--- config.mk ---
export PLATFORM = sky130hd
export DESIGN_NAME = video_timing_gen
export DESIGN_NICKNAME = d
export VERILOG_FILES = /design/src/rtl/vtg_pkg.sv /design/src/rtl/vtg_axis.sv /design/src/rtl/video_timing_gen.sv
export SDC_FILE = /design/constraint.sdc
export NUM_CORES = 1
export LEC_CHECK = 0
export BUFFER_PORTS_ARGS = -buffer_cell sky130_fd_sc_hd__buf_4
export CORE_ASPECT_RATIO = 1.25
export CORE_MARGIN = 8
export CORE_UTILIZATION = 30
export CTS_CLUSTER_DIAMETER = 30
export DETAILED_ROUTE_END_ITERATION = 16
export GPL_ROUTABILITY_DRIVEN = 0
export PLACE_DENSITY = 0.45
export REMOVE_ABC_BUFFERS = 1
export SLEW_MARGIN = 20
export SYNTH_ARGS = -nofsm -noshare
export SYNTH_HDL_FRONTEND = slang
export SYNTH_SLANG_ARGS = --single-unit
--- constraint.sdc ---
create_clock -name clk_vid -period 16.6 [get_ports clk_vid]
set_input_delay 3.32 -clock clk_vid [delete_from_list [all_inputs] [get_ports clk_vid]]
set_output_delay 3.32 -clock clk_vid [all_outputs]
set_load 0.05 [all_outputs]
--- src/rtl/vtg_pkg.sv ---
// Shared constants for the video timing generator: register map and the
// 640x480 power-on timing.
package vtg_pkg;
  typedef enum logic [2:0] {
    REG_HACT = 3'd0, REG_HFP = 3'd1, REG_HSW = 3'd2, REG_HBP = 3'd3,
    REG_VACT = 3'd4, REG_VFP = 3'd5, REG_VSW = 3'd6, REG_VBP = 3'd7
  } vtg_reg_e;

  localparam int NREG      = 8;
  localparam int DEF_HACT  = 640;
  localparam int DEF_HFP   = 16;
  localparam int DEF_HSW   = 96;
  localparam int DEF_HBP   = 48;
  localparam int DEF_VACT  = 480;
  localparam int DEF_VFP   = 10;
  localparam int DEF_VSW   = 2;
  localparam int DEF_VBP   = 33;
  localparam int DEF_DIV   = 3;
  localparam bit DEF_ILACE = 1'b0;
endpackage

--- src/rtl/vtg_axis.sv ---
// One timing axis: position counter with wrap, sync window and active flag.
// Order along the axis is active, front porch, sync, back porch.
module vtg_axis
  import vtg_pkg::*;
#(
  parameter int CW = 12
) (
  input  logic          clk_vid,
  input  logic          reset,
  input  logic          adv,
  input  logic [CW-1:0] act,
  input  logic [CW-1:0] fp,
  input  logic [CW-1:0] sw,
  input  logic [CW-1:0] bp,
  output logic [CW-1:0] cnt,
  output logic          wrap,
  output logic          sync,
  output logic          active
);
  localparam int TW = CW + 2;

  logic [CW-1:0] cnt_q, cnt_d;
  logic [TW-1:0] act_e, sw_e, sync_beg, sync_end, tot, cnt_x;
  logic          last;

  // Zero-length active/sync regions are treated as one unit long.
  always_comb begin
    act_e    = (act == '0) ? TW'(1) : TW'(act);
    sw_e     = (sw == '0) ? TW'(1) : TW'(sw);
    sync_beg = act_e + TW'(fp);
    sync_end = sync_beg + sw_e;
    tot      = sync_end + TW'(bp);
    cnt_x    = TW'(cnt_q);
    last     = (cnt_x >= tot - TW'(1));
    wrap     = adv && last;
    sync     = (cnt_x >= sync_beg) && (cnt_x < sync_end);
    active   = (cnt_x < act_e);
    cnt_d    = cnt_q;
    if (adv) cnt_d = last ? '0 : cnt_q + CW'(1);
  end

  always_ff @(posedge clk_vid or posedge reset) begin
    if (reset) cnt_q <= '0;
    else       cnt_q <= cnt_d;
  end

  assign cnt = cnt_q;
endmodule

--- src/rtl/video_timing_gen.sv ---
// Programmable raster timing generator. A shadow register set is written at
// any time and swapped into the live timing only at the end of a frame.
module video_timing_gen
  import vtg_pkg::*;
#(
  parameter int CW = 12
) (
  input  logic          clk_vid,
  input  logic          reset,
  input  logic          cfg_wr,
  input  logic [2:0]    cfg_addr,
  input  logic [CW-1:0] cfg_data,
  input  logic [3:0]    cfg_div,
  input  logic          cfg_ilace,
  input  logic          cfg_commit,
  output logic          cfg_pending,
  output logic          ce_pix,
  output logic          de,
  output logic          hs,
  output logic          vs,
  output logic          f1,
  output logic [CW-1:0] hcnt,
  output logic [CW-1:0] vcnt,
  output logic          new_vmode
);
  localparam logic [NREG-1:0][CW-1:0] DEF_SET = {
    CW'(DEF_VBP), CW'(DEF_VSW), CW'(DEF_VFP), CW'(DEF_VACT),
    CW'(DEF_HBP), CW'(DEF_HSW), CW'(DEF_HFP), CW'(DEF_HACT)
  };

  logic [NREG-1:0][CW-1:0] sh_q, sh_d, cur_q, cur_d;
  logic [3:0]    div_sh_q, div_sh_d, div_q, div_d, dcnt_q, dcnt_d;
  logic          ilace_sh_q, ilace_sh_d, ilace_q, ilace_d;
  logic          field_q, field_d, pending_q, pending_d, new_vmode_q, new_vmode_d;
  logic          de_q, de_d, hs_q, hs_d, vs_q, vs_d, f1_q, f1_d;
  logic [CW-1:0] hcnt_q, hcnt_d, vcnt_q, vcnt_d;
  logic [CW-1:0] h_cnt, v_cnt;
  logic          ce, apply, h_wrap, v_wrap, h_sync, v_sync, h_act, v_act;

  assign ce    = (dcnt_q == div_q);
  // v_wrap only fires on an h wrap, which only fires on ce: the frame boundary.
  assign apply = v_wrap && (pending_q || cfg_commit);

  vtg_axis #(.CW(CW)) u_h (
    .clk_vid(clk_vid), .reset(reset), .adv(ce),
    .act(cur_q[REG_HACT]), .fp(cur_q[REG_HFP]), .sw(cur_q[REG_HSW]), .bp(cur_q[REG_HBP]),
    .cnt(h_cnt), .wrap(h_wrap), .sync(h_sync), .active(h_act)
  );

  vtg_axis #(.CW(CW)) u_v (
    .clk_vid(clk_vid), .reset(reset), .adv(h_wrap),
    .act(cur_q[REG_VACT]), .fp(cur_q[REG_VFP]), .sw(cur_q[REG_VSW]), .bp(cur_q[REG_VBP]),
    .cnt(v_cnt), .wrap(v_wrap), .sync(v_sync), .active(v_act)
  );

  always_comb begin
    sh_d = sh_q;
    if (cfg_wr) sh_d[cfg_addr] = cfg_data;
    div_sh_d    = cfg_commit ? cfg_div : div_sh_q;
    ilace_sh_d  = cfg_commit ? cfg_ilace : ilace_sh_q;
    // The live set takes the shadow as it stood before this edge's write.
    cur_d       = apply ? sh_q : cur_q;
    div_d       = apply ? div_sh_d : div_q;
    ilace_d     = apply ? ilace_sh_d : ilace_q;
    dcnt_d      = ce ? 4'd0 : dcnt_q + 4'd1;
    pending_d   = !apply && (pending_q || cfg_commit);
    new_vmode_d = new_vmode_q ^ apply;
    field_d     = field_q;
    if (apply || !ilace_q) field_d = 1'b0;
    else if (v_wrap)       field_d = ~field_q;
    hcnt_d = hcnt_q;
    vcnt_d = vcnt_q;
    de_d   = de_q;
    hs_d   = hs_q;
    vs_d   = vs_q;
    f1_d   = f1_q;
    if (ce) begin
      hcnt_d = h_cnt;
      vcnt_d = v_cnt;
      de_d   = h_act && v_act;
      hs_d   = h_sync;
      vs_d   = v_sync;
      f1_d   = field_q;
    end
  end

  always_ff @(posedge clk_vid or posedge reset) begin
    if (reset) begin
      sh_q        <= DEF_SET;
      cur_q       <= DEF_SET;
      div_sh_q    <= 4'(DEF_DIV);
      div_q       <= 4'(DEF_DIV);
      ilace_sh_q  <= DEF_ILACE;
      ilace_q     <= DEF_ILACE;
      dcnt_q      <= '0;
      field_q     <= 1'b0;
      pending_q   <= 1'b0;
      new_vmode_q <= 1'b0;
      hcnt_q      <= '0;
      vcnt_q      <= '0;
      de_q        <= 1'b0;
      hs_q        <= 1'b0;
      vs_q        <= 1'b0;
      f1_q        <= 1'b0;
    end else begin
      sh_q        <= sh_d;
      cur_q       <= cur_d;
      div_sh_q    <= div_sh_d;
      div_q       <= div_d;
      ilace_sh_q  <= ilace_sh_d;
      ilace_q     <= ilace_d;
      dcnt_q      <= dcnt_d;
      field_q     <= field_d;
      pending_q   <= pending_d;
      new_vmode_q <= new_vmode_d;
      hcnt_q      <= hcnt_d;
      vcnt_q      <= vcnt_d;
      de_q        <= de_d;
      hs_q        <= hs_d;
      vs_q        <= vs_d;
      f1_q        <= f1_d;
    end
  end

  assign cfg_pending = pending_q;
  assign ce_pix      = ce;
  assign de          = de_q;
  assign hs          = hs_q;
  assign vs          = vs_q;
  assign f1          = f1_q;
  assign hcnt        = hcnt_q;
  assign vcnt        = vcnt_q;
  assign new_vmode   = new_vmode_q;
endmodule

==> flow_summary.rst, run 1 <==
.. list-table::
   :header-rows: 1

   * - Metric
     - Value
   * - Status
     - complete, no violations
   * - Overflow left after global routing
     - 0
   * - Worst vdd rail ir drop
     - 0.0000717 V
   * - Number of DRC markers after the initial detailed-route iteration
     - 459
   * - Dominant synthesized flop cell
     - dfrtp_1
   * - Worst-Skew Late Latency
     - 0.58 ns
   * - Via count of the first global-routing pass
     - 11,100
   * - Die area
     - 0.0610 mm²
   * - Cell at the root of the clock tree
     - clkbuf_16
   * - Sequential-to-total area share from yosys stat
     - 0.411
   * - Total setup buffers inserted after CTS
     - 0
   * - First-pass GRT wire length
     - 64.3 mm
   * - Final total negative setup slack
     - 0 ns
   * - Number of warnings reported in the yosys synthesis log
     - 0
   * - H-tree Lvls
     - 2
   * - Drt via density
     - 4.80
   * - Leading cell type in the layout, fill and taps excluded
     - dfrtp_1
   * - Crit path top cell by count
     - ha_1
   * - RSZ-0062 raised after global routing
     - false
   * - P_leak
     - 9.22 nW
   * - Placed wire-length estimate
     - 29.1 mm
   * - Setup skew after layout
     - 0.0183 ns
   * - Max capacitance violation total
     - 0
   * - Critical path buffers and inverters
     - 5
   * - Post-placement worst setup slack
     - 7.69 ns
   * - Wire per inst
     - 17.9 µm
   * - Pins over their slew limit
     - 0
   * - Final hold viol count
     - 0
   * - Post-Syn Area
     - 0.0160 mm²
   * - Category of the worst setup path capture point
     - flop
   * - Boundary Pins
     - 55
   * - Total wire length
     - 40.3 mm
   * - Die boundary height
     - 274 µm
   * - Post-synthesis register bit count
     - 261
   * - Largest stage delay, worst path
     - 0.71 ns
   * - Pre-antenna DRT Iters
     - 5
   * - Antenna diode count
     - 0
   * - Die Wd
     - 222 µm
   * - Cell Rows
     - 94
   * - Sort of element at the start of the critical path
     - flop
   * - Core Footprint
     - 0.0527 mm²
   * - Clock buffers created by TritonCTS
     - 54
   * - Number of vias after detailed routing
     - 10,800
   * - Worst endpoint data arrival time
     - 9.25 ns
   * - Number of distinct library cell variants in the gate-level netlist after synthesis
     - 68
   * - Critical path class
     - reg -> reg
   * - Critical-path maximum fanout
     - 51
   * - Crit-path leading delay family
     - compound AO/OA/AOI/OAI gates
   * - Initial antenna violation count
     - 0
   * - Mean area per synthesized cell
     - 10.7 µm²
   * - Number of cells in the design after placement
     - 2,153
   * - Headroom to the max-slew limit
     - 0.292
   * - CTS clock-pin slew for the worst setup and hold paths
     - 0.05 ns
   * - Non-filler cells in the finished layout
     - 2,255
   * - Number of enable-type register cells in the synthesized netlist
     - 0
   * - Number of cells produced by synthesis
     - 1,487
   * - F_max
     - 114 MHz
   * - Final setup violation count
     - 0
   * - Global-route usage over all layers
     - 0.132
   * - Number of nets at the end of the flow
     - 1,752
   * - Final ANT Viol Nets
     - 0
   * - Post-cts repair resize count
     - 0
   * - Clock sink count
     - 261
   * - Data required time of the critical path
     - 17.05 ns
   * - Clock tree from TritonCTS
     - done
   * - Max Buffers Root-to-Sink
     - 3
   * - Setup ws final
     - 7.80 ns
   * - Commonest cells after routing, fill and taps aside
     - dfrtp_1 (225), ha_1 (185), inv_1 (146)
   * - Type of the worst min-delay path
     - reg -> reg
   * - Fraction of registers with async set/reset
     - 1.00
   * - Hold buffers post-CTS
     - 0
   * - Remaining design rule violation count
     - 0
   * - Maximum number of pins on one net before global-route repair
     - 114
   * - Synth-to-layout area growth
     - 18.6%
   * - Slew at the pin closest to its max-slew limit
     - 1.06 ns
   * - # port buffers
     - 54
   * - Shortest clock period the worst path allows after layout
     - 8.80 ns
   * - Slowest stage cell, crit path
     - buf_4
   * - Proportion of layout cells with a drive suffix above 1
     - 0.218
   * - Pwr Density
     - 132 mW/mm²
   * - Initial core utilization
     - 0.303
   * - Final clock period utilization by the worst path
     - 0.530
## path summary, 6_finish.rpt
| check | startpoint | end | slack [ns] | cells past startpoint |
|---|---|---|---|---|
| min reg2reg | f1$_DFFE_PP0P_ | f1$_DFFE_PP0P_ | 0.47 | 2 |
| min | f1$_DFFE_PP0P_ | f1$_DFFE_PP0P_ | 0.47 | 2 |
| max in group asynchronous | reset | cur_q[33]$_DFFE_PP0P_ | 11.47 | 4 |
| min in group asynchronous | reset | new_vmode$_DFF_PP0_ | 2.91 | 2 |
| max | cur_q[8]$_DFFE_PP0P_ | cur_q[42]$_DFFE_PP0P_ | 7.80 | 33 |
| max reg2reg | cur_q[8]$_DFFE_PP0P_ | cur_q[42]$_DFFE_PP0P_ | 7.80 | 33 |
## cells in the mapped netlist (5+ instances only)
library cell | number | area, µm²
ha_1 | 185 | 2310
nand2_1 | 102 | 383
fa_1 | 6 | 120
xnor2_1 | 43 | 377
a211o_1 | 5 | 43.8
nand3_1 | 14 | 70.1
nor2b_1 | 13 | 81.3
nor3_1 | 19 | 95.1
a21boi_0 | 9 | 67.6
dfstp_2 | 36 | 946
a211oi_1 | 5 | 37.5
o211ai_1 | 6 | 45.0
xor2_1 | 31 | 272
buf_1 | 5 | 18.8
mux2_1 | 80 | 901
a31o_2 | 7 | 61.3
buf_6 | 8 | 90.1
or2_2 | 10 | 62.6
nor2_1 | 39 | 146
nand4_1 | 10 | 62.6
inv_1 | 148 | 556
clkbuf_1 | 55 | 206
a31oi_1 | 5 | 31.3
nor4_1 | 9 | 56.3
o21bai_1 | 10 | 75.1
a22o_1 | 9 | 78.8
and3_1 | 5 | 31.3
o21a_1 | 18 | 135
a21oi_1 | 62 | 310
o31ai_1 | 6 | 45.0
dfrtp_1 | 225 | 5630
nand2b_1 | 25 | 156
o21ai_0 | 52 | 260
a21o_1 | 50 | 375
mux2_2 | 123 | 1390
## through the flow
| step | hold slack [ns] | power [mW] | area, µm² | util |
|---|---|---|---|---|
| after floorplan | 0.446 | 1.21 | 15700 | - |
| after global placement | 0.459 | 1.39 | 17000 | 0.323 |
| after detailed placement | 0.467 | 1.40 | 17000 | 0.323 |
| after CTS | 0.479 | 2.55 | 18900 | 0.360 |
| after global routing | 0.493 | 2.66 | 19000 | 0.360 |
| final | 0.472 | 2.51 | 19000 | 0.360 |
## worst register-to-register path, delay by kind of cell (launching register included)
kind / cells / cell delay (ns)
AOI/OAI and AO/OA: 12 / 2.26
xor gates and xnor gates: 2 / 0.30
adders and majority gates: 5 / 1.56
buffers and inverters: 5 / 1.60
DFF: 1 / 0.41
muxes: 1 / 0.43
and+or+nand+nor: 8 / 2.11
## state kept, by name, indices dropped and copies added, names as in the netlist, 4 cells and up
name / cells
div_q: 4
vcnt: 12
u_v.cnt: 12
dcnt_q: 4
cur_q: 96
sh_q: 96
hcnt: 12
u_h.cnt: 12
div_sh_q: 4
## cell type report
cell class	count	area, µm²
fillers	5171	33700
multi-input cells	1007	8560
flip-flops and latches	261	6580
clock buffers	70	1470
well taps	672	841
inverters	148	563
repair buffers	65	492
clock inverters	32	454
## metal layers
layer,wire (µm),share of wire,global-route usage,vias up
li1,-,-,-,5317
met1,19000,0.47,0.172,5278
met2,18900,0.47,0.224,159
met3,1350,0.034,0.0212,75
met4,1010,0.025,0.0406,0
met5,0,0,0,-
## where the power goes
group	switching, mW	internal, mW	total, mW	leakage [nW]
sequential	0.0619	0.724	0.786	3.32
combinational	0.329	0.268	0.597	4.98
clock	0.370	0.755	1.13	0.923
total	0.760	1.75	2.51	9.22
## cell families (layout without fill, tap and decap cells)
| group | Yosys count | after routing | share of synthesized area |
|---|---|---|---|
| and+or+nand+nor | 266 | 266 | 0.0814 |
| buffers and inverters | 219 | 315 | 0.0556 |
| adders and majority gates | 194 | 194 | 0.154 |
| muxes | 204 | 204 | 0.144 |
| xor gates and xnor gates | 74 | 74 | 0.0405 |
| AOI/OAI and AO/OA | 269 | 269 | 0.113 |
| DFF | 261 | 261 | 0.411 |
(Power assumes the default switching activity.)
==> inputs of run 2 (changes only) <==
==> constraint.sdc (replaced) <==
create_clock -name clk_vid -period 8.1 [get_ports clk_vid]
set_input_delay 1.62 -clock clk_vid [delete_from_list [all_inputs] [get_ports clk_vid]]
set_output_delay 1.62 -clock clk_vid [all_outputs]
set_load 0.05 [all_outputs]
==> flow_summary.rst, run 2 (synthesized netlist as in run 1, its figures left out) <==
.. list-table::
   :header-rows: 1

   * - Metric
     - Value
   * - Worst-Skew Late Latency
     - 0.60 ns
   * - Final clock period utilization by the worst path
     - 0.925
   * - Synth-to-layout area growth
     - 21.2%
   * - Commonest cells after routing, fill and taps aside
     - dfrtp_1 (225), ha_1 (185), inv_1 (146)
   * - Pwr Density
     - 282 mW/mm²
   * - P_leak
     - 9.43 nW
   * - Non-filler cells in the finished layout
     - 2,272
   * - Worst endpoint data arrival time
     - 7.95 ns
   * - Slew at the pin closest to its max-slew limit
     - 1.08 ns
   * - Type of the worst min-delay path
     - reg -> reg
   * - Final ANT Viol Nets
     - 0
   * - Max Buffers Root-to-Sink
     - 3
   * - Drt via density
     - 4.73
   * - Pre-antenna DRT Iters
     - 5
   * - Remaining design rule violation count
     - 0
   * - Largest stage delay, worst path
     - 0.46 ns
   * - Maximum number of pins on one net before global-route repair
     - 168
   * - Core Footprint
     - 0.0527 mm²
   * - CTS clock-pin slew for the worst setup and hold paths
     - 0.04 ns
   * - Initial core utilization
     - 0.303
   * - Slowest stage cell, crit path
     - dfrtp_1
   * - Crit path top cell by count
     - ha_1
   * - Startpoint of the tightest hold check path
     - hcnt[5]$_DFFE_PP0P_
   * - Total setup buffers inserted after CTS
     - 0
   * - Wire per inst
     - 17.1 µm
   * - Clock tree from TritonCTS
     - done
   * - Clock sink count
     - 261
   * - Number of vias after detailed routing
     - 10,700
   * - # port buffers
     - 54
   * - Critical path class
     - reg -> reg
   * - Placed wire-length estimate
     - 28.1 mm
   * - Number of nets at the end of the flow
     - 1,764
   * - Shortest clock period the worst path allows after layout
     - 7.49 ns
   * - Critical register-to-register path endpoint
     - cur_q[36]$_DFFE_PP0P_
   * - Die Wd
     - 222 µm
   * - Worst Hold Endpoint
     - hcnt[5]$_DFFE_PP0P_
   * - R2r setup slk
     - 0.61 ns
   * - Cell Rows
     - 94
   * - Boundary Pins
     - 55
   * - Total power after layout
     - 5.46 mW
   * - F_max
     - 133 MHz
   * - Category of the worst setup path capture point
     - flop
   * - Final hold viol count
     - 0
   * - Worst vdd rail ir drop
     - 0.000148 V
   * - Data required time of the critical path
     - 8.56 ns
   * - Final setup violation count
     - 0
   * - Proportion of layout cells with a drive suffix above 1
     - 0.234
   * - Pins over their slew limit
     - 0
   * - Critical-path maximum fanout
     - 38
   * - Die boundary height
     - 274 µm
   * - First-pass GRT wire length
     - 63.2 mm
   * - Number of DRC markers after the initial detailed-route iteration
     - 424
   * - Antenna diode count
     - 0
   * - Filler instances
     - 5,219
   * - Die area
     - 0.0610 mm²
   * - Via count of the first global-routing pass
     - 11,100
   * - Clock buffers created by TritonCTS
     - 60
   * - Hold Path Depth
     - 2
   * - Start of the worst register-to-register path
     - cur_q[4]$_DFFE_PP0P_
   * - Status
     - complete, no violations
   * - Max capacitance violation total
     - 0
   * - Initial antenna violation count
     - 0
   * - Count of cells along the worst register-to-register path
     - 33
   * - Total wire length
     - 38.8 mm
   * - Cell at the root of the clock tree
     - clkbuf_16
   * - Headroom to the max-slew limit
     - 0.276
   * - Global-route usage over all layers
     - 0.129
   * - Sort of element at the start of the critical path
     - flop
   * - Leading cell type in the layout, fill and taps excluded
     - dfrtp_1
   * - Overflow left after global routing
     - 0
   * - Setup skew after layout
     - 0.0246 ns
   * - H-tree Lvls
     - 2
   * - Largest regs
     - cur_q x96, sh_q x96
   * - Number of cells in the design after placement
     - 2,159
## run 2: layout make-up
type | count | area [µm²] | area share
sequential | 261 | 6580 | 0.339
tap | 672 | 841 | 0.0434
clock inverter | 45 | 659 | 0.0340
inverter | 148 | 563 | 0.0291
multi-input combinational | 1007 | 8580 | 0.443
timing repair buffer | 71 | 571 | 0.0295
clock buffer | 68 | 1580 | 0.0816
## run 2: report_power, final
| group | internal [mW] | switching (mW) |
|---|---|---|
| clock | 1.78 | 0.866 |
| sequential | 1.48 | 0.113 |
| combinational | 0.551 | 0.662 |
## run 2: what timing repair did
item | CTS | global route
hold buffers | 0 | 0
endpoints found under the setup margin | 1 | 120
resized for setup | 1 | 7
pin swaps | 0 | 1
gates cloned | 0 | 0
## run 2: worst max-delay path by stage
stage,from,to,depth (start not counted)
after floorplan,cur_q[4]$_DFFE_PP0P_,cur_q[16]$_DFFE_PP1P_,31
after global placement,cur_q[4]$_DFFE_PP0P_,u_v.cnt[0]$_DFFE_PP0P_,32
after detailed placement,cur_q[4]$_DFFE_PP0P_,u_v.cnt[0]$_DFFE_PP0P_,32
after CTS,cur_q[4]$_DFFE_PP0P_,u_v.cnt[0]$_DFFE_PP0P_,32
after global routing,cur_q[8]$_DFFE_PP0P_,cur_q[37]$_DFFE_PP0P_,33
final,cur_q[4]$_DFFE_PP0P_,cur_q[36]$_DFFE_PP0P_,33
## run 2: critical path, delay by kind of cell (launching register included)
| family | cells | cell delay, ns |
|---|---|---|
| compound gates | 13 | 2.60 |
| fa+ha+maj | 7 | 2.08 |
| simple gates | 6 | 1.00 |
| buf+inv | 4 | 0.49 |
| flops | 1 | 0.46 |
| xor+xnor | 2 | 0.36 |
| mux | 1 | 0.33 |
## run 2: per-stage QoR
step / setup WS, ns / area [µm²] / TNS, ns / util / hold WS [ns]
CTS: 0.0896 / 19300 / 0 / 0.367 / 0.475
global route: -0.00651 / 19400 / -0.0106 / 0.368 / 0.495
global placement: 0.166 / 17100 / 0 / 0.324 / 0.459
floorplan: -2.48 / 15700 / -382.13 / - / 0.446
finish: 0.606 / 19400 / 0 / 0.368 / 0.471
detailed placement: 0.0314 / 17100 / 0 / 0.324 / 0.464
## run 2: metal layers
| layer | track usage | share of wire |
|---|---|---|
| met2 | 0.208 | 0.45 |
| met4 | 0.0512 | 0.032 |
| met3 | 0.0243 | 0.036 |
| met1 | 0.169 | 0.48 |
| met5 | 0 | 0 |
